$ cat config.mk
export PLATFORM = sky130hd
export DESIGN_NAME = decoder
export DESIGN_NICKNAME = d
export VERILOG_FILES = /design/src/rtl/xtea_pkg.sv /design/src/rtl/key_array.sv /design/src/rtl/decoder.sv
export SDC_FILE = /design/constraint.sdc
export NUM_CORES = 1
export LEC_CHECK = 0
export ABC_AREA = 1
export CORE_ASPECT_RATIO = 0.5
export CORE_MARGIN = 4
export CORE_UTILIZATION = 26
export DETAILED_ROUTE_END_ITERATION = 8
export GPL_ROUTABILITY_DRIVEN = 0
export GPL_TIMING_DRIVEN = 0
export PLACE_DENSITY = 0.48
export REMOVE_ABC_BUFFERS = 1
export SYNTH_ARGS = -nofsm -noshare
export SYNTH_HDL_FRONTEND = slang
export SYNTH_SLANG_ARGS = --single-unit
$ cat constraint.sdc
create_clock -name clock -period 6.2 [get_ports clock]
set_clock_uncertainty 0.15 [all_clocks]
set_input_delay 0.93 -clock clock [delete_from_list [all_inputs] [get_ports clock]]
set_output_delay 0.93 -clock clock [all_outputs]
set_load 0.03 [all_outputs]
$ cat src/rtl/xtea_pkg.sv
// Shared constants, FSM state type and round mixing function for the XTEA-variant
// encoder/decoder pair. Both directions import this package so their arithmetic matches.
package xtea_pkg;

    localparam int unsigned WORD_W  = 32;
    localparam int unsigned KEY_W   = 128;
    localparam int unsigned DATA_W  = 128;
    localparam int unsigned ROUNDS  = 32;
    localparam int unsigned ROUND_W = 5;

    localparam logic [WORD_W-1:0] DELTA    = 32'h9E3779B9;
    // 32 * DELTA mod 2^32: the sum value after a full encryption.
    localparam logic [WORD_W-1:0] SUM_INIT = 32'hC6EF3720;

    typedef enum logic [1:0] {
        IDLE  = 2'd0,
        ZSTEP = 2'd1,
        YSTEP = 2'd2
    } state_e;

    typedef enum logic {
        PHASE_Y = 1'b0,
        PHASE_Z = 1'b1
    } phase_e;

    // Round mixing: ((v << 4) ^ (v >> 5)) + v, logical shifts, mod 2^32.
    function automatic logic [WORD_W-1:0] mix(input logic [WORD_W-1:0] v);
        return ((v << 4) ^ (v >> 5)) + v;
    endfunction

endpackage

$ cat src/rtl/key_array.sv
// Key schedule word select shared by encoder and decoder.
// Y phase picks k[sum[1:0]], Z phase picks k[sum[12:11]].
module key_array
    import xtea_pkg::*;
(
    input  logic [127:0] key,
    input  logic [31:0]  sum,
    input  logic         phase,
    output logic [31:0]  key_segment
);

    logic [1:0] idx;
    logic       sum_unused;

    // Only four bits of sum participate in the schedule.
    assign sum_unused = ^{sum[31:13], sum[10:2]};

    // Select the key word for the current phase.
    always_comb begin
        idx = sum[1:0];
        if (phase == PHASE_Z) begin
            idx = sum[12:11];
        end
        case (idx)
            2'd0:    key_segment = key[31:0];
            2'd1:    key_segment = key[63:32];
            2'd2:    key_segment = key[95:64];
            default: key_segment = key[127:96];
        endcase
    end

endmodule

$ cat src/rtl/decoder.sv
// Two-block XTEA-variant decoder: 32 inverse rounds, each split into a Z step and a
// Y step, applied to both 64-bit blocks in parallel with a shared sum.
// Optional build macro DECODER_KEY_CAPTURE_EN: register key_in at the accepted start;
// otherwise rounds read key_in directly and it must stay stable while busy.
module decoder
    import xtea_pkg::*;
(
    input  logic         clock,
    input  logic         reset,
    input  logic         enable,
    input  logic         start,
    input  logic [127:0] data_in,
    input  logic [127:0] key_in,
    output logic [127:0] data_out,
    output logic         busy,
    output logic         done
);

    state_e               state_q, state_d;
    logic [WORD_W-1:0]    sum_q, sum_d;
    logic [ROUND_W-1:0]   round_q, round_d;
    logic [WORD_W-1:0]    y0_q, y0_d, z0_q, z0_d, y1_q, y1_d, z1_q, z1_d;
    logic [DATA_W-1:0]    data_out_q, data_out_d;
    logic                 busy_q, busy_d;
    logic                 done_q, done_d;

    logic [KEY_W-1:0]     key_use;
    logic                 phase;
    logic [WORD_W-1:0]    key_seg;
    logic [WORD_W-1:0]    sum_key;
    logic [WORD_W-1:0]    z0_new, z1_new, y0_new, y1_new;

`ifdef DECODER_KEY_CAPTURE_EN
    logic [KEY_W-1:0]     key_q, key_d;
    assign key_use = key_q;
`else
    assign key_use = key_in;
`endif

    assign phase = (state_q == ZSTEP) ? PHASE_Z : PHASE_Y;

    key_array u_key_array (
        .key         (key_use),
        .sum         (sum_q),
        .phase       (phase),
        .key_segment (key_seg)
    );

    // Inverse round arithmetic for both blocks; the FSM picks which results to keep.
    always_comb begin
        sum_key = sum_q + key_seg;
        z0_new  = (z0_q ^ sum_key) - mix(y0_q);
        z1_new  = (z1_q ^ sum_key) - mix(y1_q);
        y0_new  = (y0_q ^ sum_key) - mix(z0_q);
        y1_new  = (y1_q ^ sum_key) - mix(z1_q);
    end

    // Next-state and output logic; done is a pulse that drops regardless of enable.
    always_comb begin
        state_d    = state_q;
        sum_d      = sum_q;
        round_d    = round_q;
        y0_d       = y0_q;
        z0_d       = z0_q;
        y1_d       = y1_q;
        z1_d       = z1_q;
        data_out_d = data_out_q;
        busy_d     = busy_q;
        done_d     = 1'b0;
`ifdef DECODER_KEY_CAPTURE_EN
        key_d      = key_q;
`endif
        if (enable) begin
            case (state_q)
                IDLE: begin
                    if (start) begin
                        y0_d    = data_in[31:0];
                        z0_d    = data_in[63:32];
                        y1_d    = data_in[95:64];
                        z1_d    = data_in[127:96];
                        sum_d   = SUM_INIT;
                        round_d = '0;
                        busy_d  = 1'b1;
                        state_d = ZSTEP;
`ifdef DECODER_KEY_CAPTURE_EN
                        key_d   = key_in;
`endif
                    end
                end
                ZSTEP: begin
                    z0_d    = z0_new;
                    z1_d    = z1_new;
                    sum_d   = sum_q - DELTA;
                    state_d = YSTEP;
                end
                YSTEP: begin
                    y0_d    = y0_new;
                    y1_d    = y1_new;
                    round_d = round_q + ROUND_W'(1);
                    if (round_q == ROUND_W'(ROUNDS - 1)) begin
                        data_out_d = {z1_q, y1_new, z0_q, y0_new};
                        done_d     = 1'b1;
                        busy_d     = 1'b0;
                        state_d    = IDLE;
                    end else begin
                        state_d = ZSTEP;
                    end
                end
                default: begin
                    state_d = IDLE;
                end
            endcase
        end
    end

    // State and output registers with synchronous reset.
    always_ff @(posedge clock) begin
        if (reset) begin
            state_q    <= IDLE;
            sum_q      <= '0;
            round_q    <= '0;
            y0_q       <= '0;
            z0_q       <= '0;
            y1_q       <= '0;
            z1_q       <= '0;
            data_out_q <= '0;
            busy_q     <= 1'b0;
            done_q     <= 1'b0;
`ifdef DECODER_KEY_CAPTURE_EN
            key_q      <= '0;
`endif
        end else begin
            state_q    <= state_d;
            sum_q      <= sum_d;
            round_q    <= round_d;
            y0_q       <= y0_d;
            z0_q       <= z0_d;
            y1_q       <= y1_d;
            z1_q       <= z1_d;
            data_out_q <= data_out_d;
            busy_q     <= busy_d;
            done_q     <= done_d;
`ifdef DECODER_KEY_CAPTURE_EN
            key_q      <= key_d;
`endif
        end
    end

    assign data_out = data_out_q;
    assign busy     = busy_q;
    assign done     = done_q;

endmodule

==> flow_metrics.env, run 1 <==
export IMPL_reg2reg_depth=34
export IMPL_root_buffer="clkbuf_16"
export IMPL_cp_endpoint="data_out[31]$_SDFFE_PP0P_"
export IMPL_synth_seq_area_share_pct=21.27
export IMPL_drt_initial_drc_count=2169
export IMPL_switching_share_pct=53.27
export IMPL_fp_dieW_microns=471.7
export IMPL_syn_avg_cell_area_sq_um=6.828
export IMPL_path_common_cell="inv_1"
export IMPL_numClockSinks=297
export IMPL_io_pins=390
export IMPL_drt_total_wl_microns=122300
export IMPL_dp_cells=5783
export IMPL_p_int_mw=7.964
export IMPL_numCtsBuffers=37
export IMPL_n_fill_cell=11160
export IMPL_drc=0
export IMPL_final_core_utilization_pct=35.47
export IMPL_cts_tree="yes"
export IMPL_vdd_ir_drop_max_mv=0.2254
export IMPL_coreArea_sq_um=105800
export IMPL_synth_edf_count=0
export IMPL_drive_above_1_share_pct=12.22
export IMPL_cp_max_fo=14
export IMPL_tns_ps=0
export IMPL_clk_latency_ps=600
export IMPL_maxCapViolations=0
export IMPL_synthTopCellsByArea="dfxtp_1, nand2_1, fa_1, inv_1, a21oi_1"
export IMPL_drtPass1Iterations=6
export IMPL_ys_async_sr_fraction_pct=0
export IMPL_place_hpwl_microns=95440
export IMPL_crit_slowest_cell="fa_1"
export IMPL_clkSlewWorstSetupHoldPaths_ps=60
export IMPL_finalPower_mw=17.04
export IMPL_clock_path_buffers=3
export IMPL_p_leak_nw=16.08
export IMPL_max_stage_delay_ps=520
export IMPL_slew_headroom_pct=12.19
export IMPL_ys_flop_type="dfxtp_1"
export IMPL_rsz0062_at_grt="yes"
export IMPL_nNetsFinal=5034
export IMPL_grt_remaining_overflow=0
export IMPL_ant_nets=0
export IMPL_synth_area_leader_cell="dfxtp_1"
export IMPL_synth_top_cell_area_share_pct=21.27
export IMPL_grt_pass1_wl_microns=179600
export IMPL_combPwrFrac_pct=73.0
export IMPL_hold_class="register to register"
export IMPL_antenna_found_initial=5
export IMPL_fin_crit_sh_pct=97.54
export IMPL_fmax_ghz=0.1654
export IMPL_initial_utilization_pct=26.41
export IMPL_dieArea_sq_um=113100
export IMPL_endpoint_kind="register"
export IMPL_crit_type="register to register"
export IMPL_slew_viol_final=0
export IMPL_vias=29170
export IMPL_setup_viol=0
export IMPL_rr_endpoint="data_out[31]$_SDFFE_PP0P_"
export IMPL_cts_hold_buf=0
export IMPL_fp_dieH_microns=239.9
export IMPL_seqPwrFrac_pct=13.2
export IMPL_ys_types=62
export IMPL_start_kind="register"
export IMPL_power_frac_clock_pct=13.8
export IMPL_grt_usage_pct=20.59
export IMPL_syn_area_sq_um=27950
export IMPL_grt_start_max_net_pins=160
export IMPL_layout_cells_non_filler=5930
export IMPL_finalHoldViolCount=0
export IMPL_reg2reg_from="state_q[1]$_SDFFE_PP0P_"
export IMPL_p_per_area_nw_per_um2=454.0
export IMPL_status="completed"
export IMPL_required_ps=6520
export IMPL_ctsHtreeMaxLevel=2
export IMPL_rows=84
export IMPL_grt_pass1_vias=28690
export IMPL_io_buffers=389
export IMPL_viasPerCell=4.918
export IMPL_yosys_register_bits=297
export IMPL_placed_area_sq_um=33470
export IMPL_min_period_ps=6048
export IMPL_power_switching_mw=9.080
export IMPL_area_growth_pct=34.31
export IMPL_crit_arrival_ps=6360
export IMPL_wl_per_cell_microns=20.62
export IMPL_worstMarginPinSlew_ps=1317
export IMPL_stdcell_area_sq_um=37540
export IMPL_r2r_slack_ps=150
export IMPL_ys_warn_count=0
export IMPL_crit_start="state_q[1]$_SDFFE_PP0P_"
export IMPL_syn_inst=4094
==> layer usage <==
layer	vias to the layer above	share of wire [%]	GRT usage, %
met5	-	0.017	0
met4	4	2.8	5.488
met3	169	5.7	2.505
met2	892	47	35.09
met1	13990	44	27.66
li1	14110	-	-
==> how the worst min path moves through the flow <==
stage | slack (ps) | cells past startpoint | to | from
6_report | 310 | 2 | busy$_SDFFE_PP0P_ | busy$_SDFFE_PP0P_
5_1_grt | 350 | 1 | sum_q[0]$_SDFFE_PP0P_ | sum_q[0]$_SDFFE_PP0P_
4_1_cts | 320 | 2 | busy$_SDFFE_PP0P_ | busy$_SDFFE_PP0P_
3_5_place_dp | 310 | 2 | busy$_SDFFE_PP0P_ | busy$_SDFFE_PP0P_
3_3_place_gp | 300 | 1 | round_q[3]$_SDFFE_PP0P_ | round_q[3]$_SDFFE_PP0P_
2_1_floorplan | 280 | 1 | round_q[3]$_SDFFE_PP0P_ | round_q[3]$_SDFFE_PP0P_
==> state kept, by name, indices dropped and copies added, names as in the netlist <==
register,cells
y0_q,32
z1_q,32
round_q,5
state_q,2
data_out,128
y1_q,32
z0_q,32
done,1
busy,1
sum_q,32
==> metrics by stage <==
| stage | setup slack [ps] | hold WS [ps] |
|---|---|---|
| 2_1_floorplan | -571.3 | 283.3 |
| 3_3_place_gp | -7051 | 300.1 |
| 3_5_place_dp | -3044 | 310.8 |
| 4_1_cts | -24.84 | 320.1 |
| 5_1_grt | -55.23 | 346.5 |
| 6_report | 152.3 | 313.7 |
==> cell usage after synthesis, drive strengths merged (4+ instances only) <==
master	number
a31oi	20
nand3	244
o21a	18
or2	29
xnor3	8
clkbuf	88
o21bai	26
nor3	62
nand3b	7
nor2	365
a21boi	9
o21ai	320
o221ai	4
dfxtp	297
nand2	737
a211oi	5
ha	162
a21oi	421
fa	125
o31ai	4
o211ai	88
a21o	21
buf	48
xnor2	104
xor2	194
nor4	10
nand4	33
inv	630
==> power by group through the flow <==
stage               logic (mW)  clock network, mW  registers [mW]
floorplan                 7.54                  0            2.17
global placement          10.6                  0            2.28
detailed placement        10.7                  0            2.28
CTS                       11.4               2.40            2.24
global route              13.7               2.47            2.26
finish                    12.4               2.35            2.25
==> area by class of cell <==
cell class,count,area [sq um],area share [%]
Clock inverter,14,190.2,0.5066
Sequential cell,297,5966,15.89
Tap cell,1419,1775,4.729
Antenna cell,2,5.005,0.01333
Clock buffer,47,1046,2.786
Multi-Input combinational cell,3033,21070,56.12
Inverter,631,2396,6.382
Timing Repair Buffer,484,5072,13.51
Timing Repair inverter,3,22.52,0.05999
==> cell usage in the layout, fill, tap and decap left out, drive strengths merged, types with 5 or more instances in the layout <==
master	Yosys	final
a211oi	5	5
a21boi	9	9
a21o	21	21
a21oi	421	421
a31oi	20	20
buf	48	96
clkbuf	88	47
clkdlybuf4s50	0	388
clkinv	1	7
clkinvlp	0	7
dfxtp	297	297
fa	125	125
ha	162	162
inv	630	630
nand2	737	740
nand3	244	244
nand3b	7	7
nand4	33	33
nor2	365	365
nor3	62	62
nor4	10	10
o211ai	88	88
o21a	18	18
o21ai	320	320
o21bai	26	26
or2	29	29
xnor2	104	104
xnor3	8	8
xor2	194	194
==> logic make-up after synthesis <==
kind of cell             count (synthesis)  share of synthesized area (%)
AND/OR/NAND/NOR                       1491                          22.65
XOR/XNOR                               306                          10.32
flip-flops                             297                          21.27
buffers and inverters                  767                          10.48
AO/OA/AOI/OAI                          946                          19.08
adder cells (fa/ha/maj)                287                          16.20
==> worst max-delay path: cells and delay by family, from the launching register on <==
| family | cells | cell delay [ps] |
|---|---|---|
| fa+ha+maj | 3 | 1120 |
| simple gates | 8 | 730 |
| buf+inv | 11 | 1140 |
| xor+xnor | 1 | 270 |
| compound gates | 11 | 2130 |
| flops | 1 | 370 |
==> what timing repair did <==
action                                  in CTS  in global routing
resized for setup                          164                255
hold endpoints to repair                     0                  0
cloned                                       5                  1
pin swaps                                   25                 57
setup buffers                               41                 37
endpoints found under the setup margin     180                124
Note: power is estimated with default switching activity, not from simulation.
==> inputs of run 2 (changes only) <==
- CORE_UTILIZATION: 26 -> 51
- PLACE_DENSITY: 0.48 -> 0.79
==> flow_metrics.env, run 2 (synthesized netlist as in run 1, its figures left out) <==
export IMPL_io_buffers=389
export IMPL_drc=0
export IMPL_initial_utilization_pct=51.78
export IMPL_area_growth_pct=28.94
export IMPL_drtPass1Iterations=7
export IMPL_drt_initial_drc_count=3778
export IMPL_fp_dieH_microns=173.5
export IMPL_critical_path_top_delay_family="simple AND/OR/NAND/NOR gates"
export IMPL_dieArea_sq_um=58840
export IMPL_clk_latency_ps=610
export IMPL_vias=30800
export IMPL_crit_buf_inv=8
export IMPL_crit_slowest_cell="fa_1"
export IMPL_grt_start_max_net_pins=107
export IMPL_drive_above_1_share_pct=10.76
export IMPL_viasPerCell=5.908
export IMPL_slew_headroom_pct=14.49
export IMPL_clock_path_buffers=3
export IMPL_finalHoldViolCount=0
export IMPL_antenna_found_initial=3
export IMPL_largest_reg_flops=128
export IMPL_fin_crit_sh_pct=100.3
export IMPL_hold_ws_ps=333.0
export IMPL_p_leak_nw=15.90
export IMPL_layout_commonest_cell="nand2_1"
export IMPL_rows=60
export IMPL_crit_arrival_ps=6540
export IMPL_fp_dieW_microns=339.1
export IMPL_crit_type="register to register"
export IMPL_cts_tree="yes"
export IMPL_grt_pass1_vias=29070
export IMPL_fmax_ghz=0.1609
export IMPL_nNetsFinal=5029
export IMPL_max_stage_delay_ps=530
export IMPL_ctsHtreeMaxLevel=1
export IMPL_cts_hold_buf=0
export IMPL_ant_nets=0
export IMPL_p_per_area_nw_per_um2=448.5
export IMPL_endpoint_kind="register"
export IMPL_required_ps=6530
export IMPL_wl_per_cell_microns=20.12
export IMPL_timing_final_ws_setup_ps=-16.26
export IMPL_grt_pass1_wl_microns=155000
export IMPL_vdd_ir_drop_max_mv=0.3455
export IMPL_hold_class="register to register"
export IMPL_violations="setup timing"
export IMPL_numClockSinks=297
export IMPL_layout_cells_non_filler=5214
export IMPL_start_kind="register"
export IMPL_maxCapViolations=0
export IMPL_status="complete, but fails checks"
export IMPL_dp_cells=5071
export IMPL_coreArea_sq_um=53980
export IMPL_tns_ps=-18.34
export IMPL_grt_remaining_overflow=0
export IMPL_slew_viol_final=0
export IMPL_grt_usage_pct=32.57
export IMPL_root_buffer="clkbuf_16"
export IMPL_clkSlewWorstSetupHoldPaths_ps=70
export IMPL_finalPower_mw=16.17
export IMPL_min_period_ps=6216
export IMPL_setup_viol=2
export IMPL_cp_max_fo=6
export IMPL_io_pins=390
export IMPL_place_hpwl_microns=74920
export IMPL_numCtsBuffers=31
export IMPL_drt_total_wl_microns=104900
export IMPL_worstMarginPinSlew_ps=1283
export IMPL_layout_common_cells="nand2_1, inv_1, clkdlybuf4s50_1"
[run 2: layer usage]
metal,global-route usage (%),share of wire [%],vias to the layer above
li1,-,-,14090
met1,40.77,37,14330
met2,55.58,46,1946
met3,7.074,12,440
met4,11.59,4.8,2
met5,0,0.010,-
[run 2: final cells by class]
class,count,area [sq um]
Fill cell,4424,17930
Timing Repair inverter,3,20.02
Clock buffer,40,869.6
Multi-Input combinational cell,3033,20750
Sequential cell,297,5959
Clock inverter,10,83.83
Inverter,631,2392
Antenna cell,2,5.005
Timing Repair Buffer,485,5069
Tap cell,713,892.1
[run 2: per-stage QoR]
| stage | setup WS [ps] | area, sq um | utilization [%] |
|---|---|---|---|
| 2_1_floorplan | -571.3 | 27390 | - |
| 3_3_place_gp | -3999 | 32180 | 59.62 |
| 3_5_place_dp | -2155 | 32430 | 60.09 |
| 4_1_cts | -1.016 | 34250 | 63.46 |
| 5_1_grt | -220.5 | 36040 | 66.77 |
| 6_report | -16.26 | 36040 | 66.77 |
[run 2: final timing paths]
check,endpoint,startpoint,slack (ps),cells after the start
worst max-delay path,y1_q[20]$_SDFFE_PP0P_,state_q[1]$_SDFFE_PP0P_,-20,34
worst max register to register,y1_q[20]$_SDFFE_PP0P_,state_q[1]$_SDFFE_PP0P_,-20,34
worst min register to register,busy$_SDFFE_PP0P_,busy$_SDFFE_PP0P_,330,2
worst min-delay path,busy$_SDFFE_PP0P_,busy$_SDFFE_PP0P_,330,2
[run 2: what timing repair did]
item | 4_1_cts | 5_1_grt
gates cloned | 4 | 3
pin swaps | 17 | 62
endpoints found under the setup margin | 178 | 133
setup buffers | 27 | 55
gates resized for setup | 97 | 246
[run 2: worst min-delay path, cell delays in order (launching register included)]
cell     delay, ps
dfxtp_1        310
nand2_1         60
a21oi_1         60
[run 2: where the power goes]
group	internal, mW	total, mW	leakage [nW]	switching, mW
Combinational	4.45	12.0	13.0	7.60
Clock	1.02	1.88	0.471	0.863
Sequential	2.00	2.24	2.42	0.241
Total	7.46	16.2	15.9	8.71
